===== src/rtl/mem_stage.sv =====
// Memory-access stage: waits for the data SRAM response, aligns/extends load data,
// and drives the writeback and hazard buses. Define MEM_LOAD_HALF_EN for halfword loads.
module mem_stage #(
  parameter int EXE_TO_MEM_W = 111,
  parameter int MEM_TO_WB_W  = 70,
  parameter int MEM_TO_ID_W  = 40
) (
  input  logic                    clk,
  input  logic                    reset,
  input  logic                    exe_to_mem_valid,
  output logic                    mem_allow_in,
  input  logic [EXE_TO_MEM_W-1:0] exe_to_mem_bus,
  input  logic                    wb_allow_in,
  output logic                    mem_to_wb_valid,
  output logic [MEM_TO_WB_W-1:0]  mem_to_wb_bus,
  output logic [MEM_TO_ID_W-1:0]  mem_to_id_bus,
  input  logic                    data_sram_data_ok,
  input  logic [31:0]             data_sram_rdata
);

  logic                    mem_valid;
  logic [EXE_TO_MEM_W-1:0] mem_reg;
  logic                    buf_valid;
  logic [31:0]             buf_rdata;

  // Fields pack from the LSB; the top bit of the 111-bit bus is spare.
  logic [31:0] pc;
  logic [31:0] rkd_value;
  logic [31:0] alu_result;
  logic        res_from_mem;
  logic        reg_we;
  logic        mem_en;
  logic [3:0]  mem_we;
  logic [4:0]  reg_waddr;
  logic [1:0]  sram_size;

  assign pc           = mem_reg[109:78];
  assign rkd_value    = mem_reg[77:46];
  assign alu_result   = mem_reg[45:14];
  assign res_from_mem = mem_reg[13];
  assign reg_we       = mem_reg[12];
  assign mem_en       = mem_reg[11];
  assign mem_we       = mem_reg[10:7];
  assign reg_waddr    = mem_reg[6:2];
  assign sram_size    = mem_reg[1:0];

  logic unused_fields;
  assign unused_fields = ^{mem_reg[110], rkd_value, mem_we};

  function automatic logic signed [31:0] sext_byte(input logic signed [7:0] b);
    logic signed [31:0] r;
    r = b;
    return r;
  endfunction

  function automatic logic signed [31:0] sext_half(input logic signed [15:0] h);
    logic signed [31:0] r;
    r = h;
    return r;
  endfunction

  logic mem_ready_go;
  logic rsp_accept;
  logic advance;
  logic load_pending;

  assign mem_ready_go    = ~mem_en | data_sram_data_ok | buf_valid;
  assign mem_allow_in    = ~mem_valid | (mem_ready_go & wb_allow_in);
  assign mem_to_wb_valid = mem_valid & mem_ready_go;
  assign advance         = mem_to_wb_valid & wb_allow_in;
  assign rsp_accept      = mem_valid & mem_en & ~buf_valid & data_sram_data_ok;
  assign load_pending    = mem_valid & res_from_mem & ~mem_ready_go;

  logic [31:0] rdata_sel;
  logic [7:0]  byte_sel;
  logic [31:0] load_data;
  logic [31:0] final_result;

  assign rdata_sel = buf_valid ? buf_rdata : data_sram_rdata;

  always_comb begin
    byte_sel = rdata_sel[7:0];
    case (alu_result[1:0])
      2'b01:   byte_sel = rdata_sel[15:8];
      2'b10:   byte_sel = rdata_sel[23:16];
      2'b11:   byte_sel = rdata_sel[31:24];
      default: byte_sel = rdata_sel[7:0];
    endcase
  end

  always_comb begin
    load_data = rdata_sel;
    if (sram_size == 2'b00)
      load_data = sext_byte(byte_sel);
`ifdef MEM_LOAD_HALF_EN
    else if (sram_size == 2'b01)
      load_data = sext_half(alu_result[1] ? rdata_sel[31:16] : rdata_sel[15:0]);
`endif
  end

`ifndef MEM_LOAD_HALF_EN
  logic unused_half;
  assign unused_half = ^sext_half(16'h0);
`endif

  assign final_result  = res_from_mem ? load_data : alu_result;
  assign mem_to_wb_bus = {pc, reg_we & mem_valid, reg_waddr, final_result};
  assign mem_to_id_bus = {mem_valid, reg_we, reg_waddr, final_result, load_pending};

  // Control state and read-data buffer
  always_ff @(posedge clk or negedge reset) begin
    if (!reset) begin
      mem_valid <= 1'b0;
      buf_valid <= 1'b0;
      buf_rdata <= 32'h0;
    end else begin
      if (mem_allow_in)
        mem_valid <= exe_to_mem_valid;
      if (advance)
        buf_valid <= 1'b0;
      else if (rsp_accept && !wb_allow_in) begin
        buf_valid <= 1'b1;
        buf_rdata <= data_sram_rdata;
      end
    end
  end

  // Instruction payload is data only and carries no reset
  always_ff @(posedge clk) begin
    if (mem_allow_in && exe_to_mem_valid)
      mem_reg <= exe_to_mem_bus;
  end

endmodule


===== config.mk =====
export PLATFORM = sky130hd
export DESIGN_NAME = mem_stage
export DESIGN_NICKNAME = d
export VERILOG_FILES = /design/src/rtl/mem_stage.sv
export SDC_FILE = /design/constraint.sdc
export NUM_CORES = 1
export LEC_CHECK = 0
export CAP_MARGIN = 5
export CORE_MARGIN = 5
export CORE_UTILIZATION = 37
export CTS_CLUSTER_DIAMETER = 120
export CTS_CLUSTER_SIZE = 28
export DETAILED_ROUTE_END_ITERATION = 7
export HOLD_SLACK_MARGIN = 0.12
export PLACE_DENSITY = 0.77
export SLEW_MARGIN = 5
export SYNTH_ARGS = -nofsm -noshare
export SYNTH_HDL_FRONTEND = slang
export SYNTH_SLANG_ARGS = --single-unit

===== constraint.sdc =====
create_clock -name clk -period 3 [get_ports clk]
set_clock_uncertainty 0.15 [all_clocks]
set_input_delay 0.6 -clock clk [delete_from_list [all_inputs] [get_ports clk]]
set_output_delay 0.6 -clock clk [all_outputs]
set_load 0.01 [all_outputs]

==> results of run 1 <==
## final timing paths
kind | startpoint | end | slack (ps)
setup / recovery | buf_valid | mem_to_wb_bus[9] | -20
hold / removal | reset | buf_rdata[19] | 200
setup reg to reg | buf_valid | mem_reg[32] | 680
hold reg to reg | buf_rdata[18] | buf_rdata[18] | 370
max in group asynchronous | reset | buf_valid | 1900
min in group clk | buf_rdata[18] | buf_rdata[18] | 370
## metrics by stage
stage,std cells,hold WS [ps],TNS (ps)
floorplan,378,154,0
global placement,727,339,-23380
detailed placement,727,349,-25730
CTS,753,207,-2760
global route,755,264,-3910
finish,755,197,-142
## cell usage in the layout, fill, tap and decap left out, types with 2 or more instances in the layout
| cell type | instances |
|---|---|
| buf_16 | 3 |
| nor2b_1 | 9 |
| mux4_2 | 9 |
| clkdlybuf4s15_1 | 3 |
| buf_2 | 41 |
| nor3b_1 | 2 |
| a221oi_2 | 7 |
| o2bb2ai_2 | 4 |
| mux2_2 | 32 |
| buf_12 | 5 |
| dlygate4sd2_1 | 10 |
| dfrtp_1 | 33 |
| and2_1 | 2 |
| nor2_1 | 8 |
| clkdlybuf4s50_1 | 153 |
| a221oi_1 | 7 |
| o221ai_4 | 5 |
| o221ai_2 | 20 |
| clkbuf_2 | 3 |
| clkbuf_16 | 9 |
| buf_6 | 14 |
| buf_4 | 40 |
| edfxtp_1 | 74 |
| dlymetal6s2s_1 | 2 |
| o2bb2ai_1 | 2 |
| inv_1 | 27 |
| mux2i_1 | 25 |
| bufinv_16 | 2 |
## what timing repair did
action,4_1_cts,5_1_grt
hold buffers,0,0
pin swaps,2,4
setup buffers,6,1
gates resized for setup,241,28
gates cloned,4,1
endpoints found under the setup margin,64,56
## layout make-up
class                      count  area [sq um]  share of cell area
inverter                      27           101              0.0126
tap                          184           230              0.0286
clock inverter                 6          87.6              0.0109
multi-input combinational    145          1750               0.217
clock buffer                  10           229              0.0285
timing repair buffer         275          2570               0.319
sequential                   108          3070               0.382
## power by group through the flow
| stage | Sequential (W) | Combinational, W | Clock, W |
|---|---|---|---|
| finish | 0.00192 | 0.00116 | 0.00127 |
| global route | 0.00194 | 0.00123 | 0.00137 |
| CTS | 0.00191 | 0.00112 | 0.00131 |
| detailed placement | 0.00195 | 0.00114 | 0 |
| global placement | 0.00193 | 0.00112 | 0 |
| floorplan | 0.00191 | 0.000641 | 0 |
## layer usage
layer  wire (microns)  up-vias  track usage
li1                 -     1712            -
met1             6080     1845        0.204
met2             7910      164        0.295
met3             1310       18       0.0608
met4              286        0       0.0647
met5                0        -            0
## cell families (layout without fill, tap and decap cells)
family	Yosys count	after routing	synth area share
AOI/OAI and AO/OA	50	51	0.103
buffers and inverters	126	318	0.150
DFF	108	108	0.565
muxes	66	66	0.151
and+or+nand+nor	28	28	0.0315
==> out/results.md, run 1 <==
| Quantity | Value | Unit |
| --- | --- | --- |
| Buffers plus inverters on the worst setup path | 4 | - |
| Crit path arrival time | 2270 | ps |
| Sequence of cells on the critical path | buf_6 -> mux4_2 -> a22oi_2 -> buf_6 -> buf_16 -> o221ai_2 -> buf_2 | - |
| Required arrival time at the worst endpoint | 2250 | ps |
| Proportion of power drawn by the clock network | 0.293 | - |
| Final HPWL DP | 11.0 | mm |
| Wire length of the first global-routing pass | 23.2 | mm |
| CTS H-tree depth | 3 | - |
| Maximum vdd drop | 0.000331 | V |
| Post-layout nets | 714 | - |
| Area of the core | 14500 | sq um |
| Post-layout min period | 3020 | ps |
| Net Sw Frac | 0.267 | - |
| Setup slack after placement | -529 | ps |
| Total length of routed wires | 15.6 | mm |
| Total of flip-flops plus latches after synthesis | 108 | - |
| Number of antenna-violating nets in the routed design | 0 | - |
| Startpoint-to-endpoint class of the critical path | reg -> out | - |
| Power share of the combinational group | 0.266 | - |
| Total leakage power | 3.12 | nW |
| Horizontal extent of the die | 131 | microns |
| Count of flip-flops with a built-in enable after synthesis | 74 | - |
| Top post-synthesis cells by count | buf_4, edfxtp_1, dfrtp_1 | - |
| Number of core rows | 44 | - |
| Final Hold Fails | 0 | - |
| Mapped Cells | 378 | - |
| Total vias in the final route | 3739 | - |
| Post-route setup slack | -24.4 | ps |
| Max-Cap Viols | 0 | - |
| Share of the synthesized area in the top cell type | 0.409 | - |
| Fill cell count | 1207 | - |
| Final standard cell utilization of the core | 0.555 | - |
| Relative area change from synthesis to final layout | 47.8 | % |
| # port buffers | 222 | - |
| Cell with the most instances after synthesis | buf_4 | - |
| TritonCTS clock tree | yes | - |
| Syn. warnings | 0 | - |
| Syn Std Cell Area | 5440 | sq um |
| Total die area | 17200 | sq um |
| Kind of launch point of the worst setup path | flop | - |
| CP max stage cell | mux4_2 | - |
| Root cell of the clock tree | clkbuf_16 | - |
| P_int | 0.00319 | W |
| Power Density | 541 | nW/um^2 |
| Initial Utilization | 0.376 | - |
| Overall overflow remaining after global route | 0 | - |
| Wirelength per Cell | 20.6 | microns |
| Synth Area per Inst | 14.4 | sq um |
| Top-level port count | 260 | - |
| Final cell area excluding filler cells | 8040 | sq um |
| Setup violations, final | 15 | - |
| First drt pass iteration count | 4 | - |
| CP max stage delay | 530 | ps |
| Unique masters post-synth | 29 | - |
| Vias in the first global route | 4075 | - |
| Fraction of final layout cells sized beyond drive strength 1 | 0.363 | - |
| Cts bufs inserted | 9 | - |
| Pin count of the biggest net entering global routing | 42 | - |
| Post-synthesis sequential area ratio | 0.565 | - |
| Clock tree buffer depth | 2 | - |
| Proportion of power drawn by flip-flops and latches | 0.441 | - |
| Die height | 131 | microns |
| Library cell with the largest summed area after synthesis | edfxtp_1 | - |
| Placer's final routability congestion estimate | 0.813 | - |
| Worst min-delay path class | in -> async | - |
| Total routing usage reported by global routing | 0.174 | - |
| Max-slew headroom | 0.410 | - |
| CTS sink cnt | 108 | - |
| Share of the cycle needed by the critical path after routing | 1.01 | - |
| Share of async-settable or async-resettable flops after synthesis | 0.315 | - |
| F_max | 331 | MHz |
| FF-to-FF path depth | 7 | - |
| Clock Latency Late Sink | 350 | ps |
| Setup repair after global routing missed its margin | yes | - |
| Number of remaining DRC errors | 0 | - |
| Clock Pin Slew Worst Setup and Hold Paths | 80 | ps |
| # diodes | 0 | - |
| Average via count per standard cell | 4.95 | - |
| Initial antenna violation count | 0 | - |
| Family with the most delay on the worst path | buffers and inverters | - |
| Final count of pins violating max slew | 0 | - |
| Predominant post-synthesis flop cell | edfxtp_1 | - |
| Kind of capture point of the worst setup path | primary output | - |
| PnR Total Power | 0.00435 | W |
| Cell repeated most along the worst path | buf_6 | - |
| Cell types with the largest area share after synthesis | edfxtp_1, dfrtp_1, buf_4 | - |
| Levels on crit path | 7 | - |
| Number of design-rule violations left by the first detailed-router iteration | 144 | - |
| Cell area after placement | 7570 | sq um |
| Critical-path maximum fanout | 6 | - |
| Violations in the final reports | setup timing | - |
| Run status | finished, violations left | - |
| Mapped Nets | 526 | - |
| Sw Pwr | 0.00116 | W |
| Flip-flop count of the largest register, all copies and words added | 74 | - |
| Actual transition at the worst max-transition pin | 885 | ps |
Note: power is estimated with default switching activity, not from simulation.
==> run 2: changes to the inputs <==
--- a/config.mk
+++ b/config.mk
@@ -5,6 +5,7 @@
 export SDC_FILE = /design/constraint.sdc
 export NUM_CORES = 1
 export LEC_CHECK = 0
+export ABC_CLOCK_PERIOD_IN_PS = 3000
 export CAP_MARGIN = 5
 export CORE_MARGIN = 5
 export CORE_UTILIZATION = 37
==> results of run 2 <==
Same layout as run 1: the final DEF is identical, and so are final timing and power.
==> run 3: changes to the inputs <==
--- a/config.mk
+++ b/config.mk
@@ -13,7 +13,7 @@
 export CTS_CLUSTER_SIZE = 28
 export DETAILED_ROUTE_END_ITERATION = 7
 export HOLD_SLACK_MARGIN = 0.12
-export PLACE_DENSITY = 0.77
+export PLACE_DENSITY = 0.74
 export SLEW_MARGIN = 5
 export SYNTH_ARGS = -nofsm -noshare
 export SYNTH_HDL_FRONTEND = slang
==> run 3 against run 2 <==
The run still ends with setup timing left; worst setup slack got worse by 71 ps; wire length barely moved; global-route usage rose by 0.050 points; clock power fell by 9%; maximum frequency fell by 2.3%; core utilization rose by 2.0 points; cell area rose by 3.7%; die area did not move; critical path type is now in -> out; critical endpoint is now mem_to_id_bus[24]; largest cell class unchanged.
==> out/results.md, run 3 (synthesis gave the netlist of run 1 again) <==
| Quantity | Value | Unit |
| --- | --- | --- |
| Run status | finished, violations left | - |
| Violations in the final reports | setup timing | - |
| Total leakage power | 3.20 | nW |
| # diodes | 0 | - |
| Root cell of the clock tree | clkbuf_16 | - |
| Top library cells by usage in the layout, fill and taps aside | clkdlybuf4s50_1, edfxtp_1, buf_4 | - |
| Critical-path maximum fanout | 7 | - |
| Power Density | 521 | nW/um^2 |
| Pin count of the biggest net entering global routing | 44 | - |
| Initial antenna violation count | 0 | - |
| Max-slew headroom | 0.431 | - |
| Cts hold-fix bufs | 0 | - |
| Post-layout min period | 3100 | ps |
| Final cell area excluding filler cells | 8330 | sq um |
| Clock Latency Late Sink | 350 | ps |
| # port buffers | 222 | - |
| Kind of launch point of the worst setup path | primary input | - |
| Wirelength per Cell | 20.5 | microns |
| Die height | 131 | microns |
| CP max stage delay | 500 | ps |
| Crit path arrival time | 2350 | ps |
| Initial Utilization | 0.376 | - |
| Maximum vdd drop | 0.000382 | V |
| Overall overflow remaining after global route | 0 | - |
| Number of core rows | 44 | - |
| Relative area change from synthesis to final layout | 53.3 | % |
| Number of remaining DRC errors | 0 | - |
| Most common cell after layout, fill and taps aside | clkdlybuf4s50_1 | - |
| Number of antenna-violating nets in the routed design | 0 | - |
| Worst r2r dst | buf_rdata[13] | - |
| Cell area after placement | 7540 | sq um |
| First drt pass iteration count | 4 | - |
| Max-Cap Viols | 0 | - |
| Number of design-rule violations left by the first detailed-router iteration | 134 | - |
| Clock Pin Slew Worst Setup and Hold Paths | 70 | ps |
| Clock tree buffer depth | 2 | - |
| Worst reg2reg setup slack | 750 | ps |
| Total length of routed wires | 15.6 | mm |
| Post-Route Setup TNS | -949 | ps |
| Placer's final routability congestion estimate | 0.850 | - |
| Total vias in the final route | 3778 | - |
| Flip-flop count of the largest register, all copies and words added | 74 | - |
| Worst min-delay path class | in -> async | - |
| Area of the core | 14500 | sq um |
| Final HPWL DP | 11.2 | mm |
| Sequence of cells on the critical path | dlygate4sd2_1 -> mux4_2 -> a22oi_2 -> buf_4 -> buf_12 -> buf_12 -> buf_6 -> o221ai_4 -> buf_6 | - |
| Kind of capture point of the worst setup path | primary output | - |
| Setup violations, final | 30 | - |
| Worst hold slack across all endpoints | 203 | ps |
| Post-layout nets | 721 | - |
| CTS H-tree depth | 3 | - |
| Required arrival time at the worst endpoint | 2250 | ps |
| Final count of pins violating max slew | 0 | - |
| FF-to-FF path depth | 6 | - |
| Startpoint-to-endpoint class of the critical path | in -> out | - |
| Reg2reg start | buf_valid | - |
| Top-level port count | 260 | - |
| Average via count per standard cell | 4.96 | - |
| CP max stage cell | mux4_2 | - |
| Share of the cycle needed by the critical path after routing | 1.03 | - |
| CTS sink cnt | 108 | - |
| Setup repair after global routing missed its margin | yes | - |
| Wire length of the first global-routing pass | 23.4 | mm |
| Horizontal extent of the die | 131 | microns |
| Final Hold Fails | 0 | - |
| TritonCTS clock tree | yes | - |
| F_max | 323 | MHz |
| Total die area | 17200 | sq um |
| Cts bufs inserted | 9 | - |
| Total routing usage reported by global routing | 0.175 | - |
| Post-route setup slack | -95.7 | ps |
| Vias in the first global route | 4136 | - |
| Fill cell count | 1155 | - |
| Fraction of final layout cells sized beyond drive strength 1 | 0.388 | - |
| Actual transition at the worst max-transition pin | 853 | ps |
run 3: layer usage:
| metal | up-vias | GRT usage | routed length (microns) |
|---|---|---|---|
| li1 | 1726 | - | - |
| met5 | - | 0 | 0 |
| met2 | 157 | 0.297 | 8030 |
| met3 | 18 | 0.0642 | 1300 |
| met4 | 0 | 0.0583 | 259 |
| met1 | 1877 | 0.204 | 6010 |
run 3: final cells by class:
cell class,count,area (sq um),area share
timing repair buffer,283,2740,0.329
sequential,108,3070,0.369
multi-input combinational,144,1900,0.228
clock buffer,10,229,0.0275
clock inverter,6,56.3,0.00676
tap,184,230,0.0276
inverter,27,101,0.0122
run 3: worst max path at each step:
stage                                    to                 from  slack [ps]  cells past startpoint
after global routing      mem_to_wb_bus[24]            buf_valid        -170                      9
final                     mem_to_id_bus[24]  data_sram_rdata[23]        -100                      9
after CTS                 mem_to_id_bus[24]            buf_valid        -150                      9
after floorplan                  mem_reg[0]            buf_valid         320                      5
after global placement    mem_to_id_bus[22]   data_sram_rdata[7]        -440                      7
after detailed placement  mem_to_wb_bus[21]   data_sram_rdata[7]        -490                      7
run 3: stage by stage:
step / power (W) / std cells / setup WS, ps / util
after floorplan: 0.00255 / 378 / 322 / -
after global routing: 0.00455 / 762 / -172 / 0.576
after detailed placement: 0.00309 / 723 / -488 / 0.521
after global placement: 0.00305 / 723 / -445 / 0.521
final: 0.00434 / 762 / -95.7 / 0.576
after CTS: 0.00428 / 756 / -150 / 0.552
run 3: repair_timing:
| action | in CTS | in global routing |
|---|---|---|
| pin swaps | 2 | 4 |
| buffers inserted | 15 | 6 |
| cloned | 3 | 0 |
| setup endpoints to repair | 64 | 57 |
| resized for setup | 251 | 56 |
run 3: worst max-delay path: cells and delay by family:
kind / cells / cell delay (ps)
mux: 1 / 500
buf+inv: 6 / 910
compound gates: 2 / 330
run 3: power by group:
part	switching, W	internal, W	leakage (nW)
combinational	0.000542	0.000723	1.96
sequential	0.000117	0.00180	1.10
clock	0.000575	0.000584	0.138
total	0.00123	0.00311	3.20
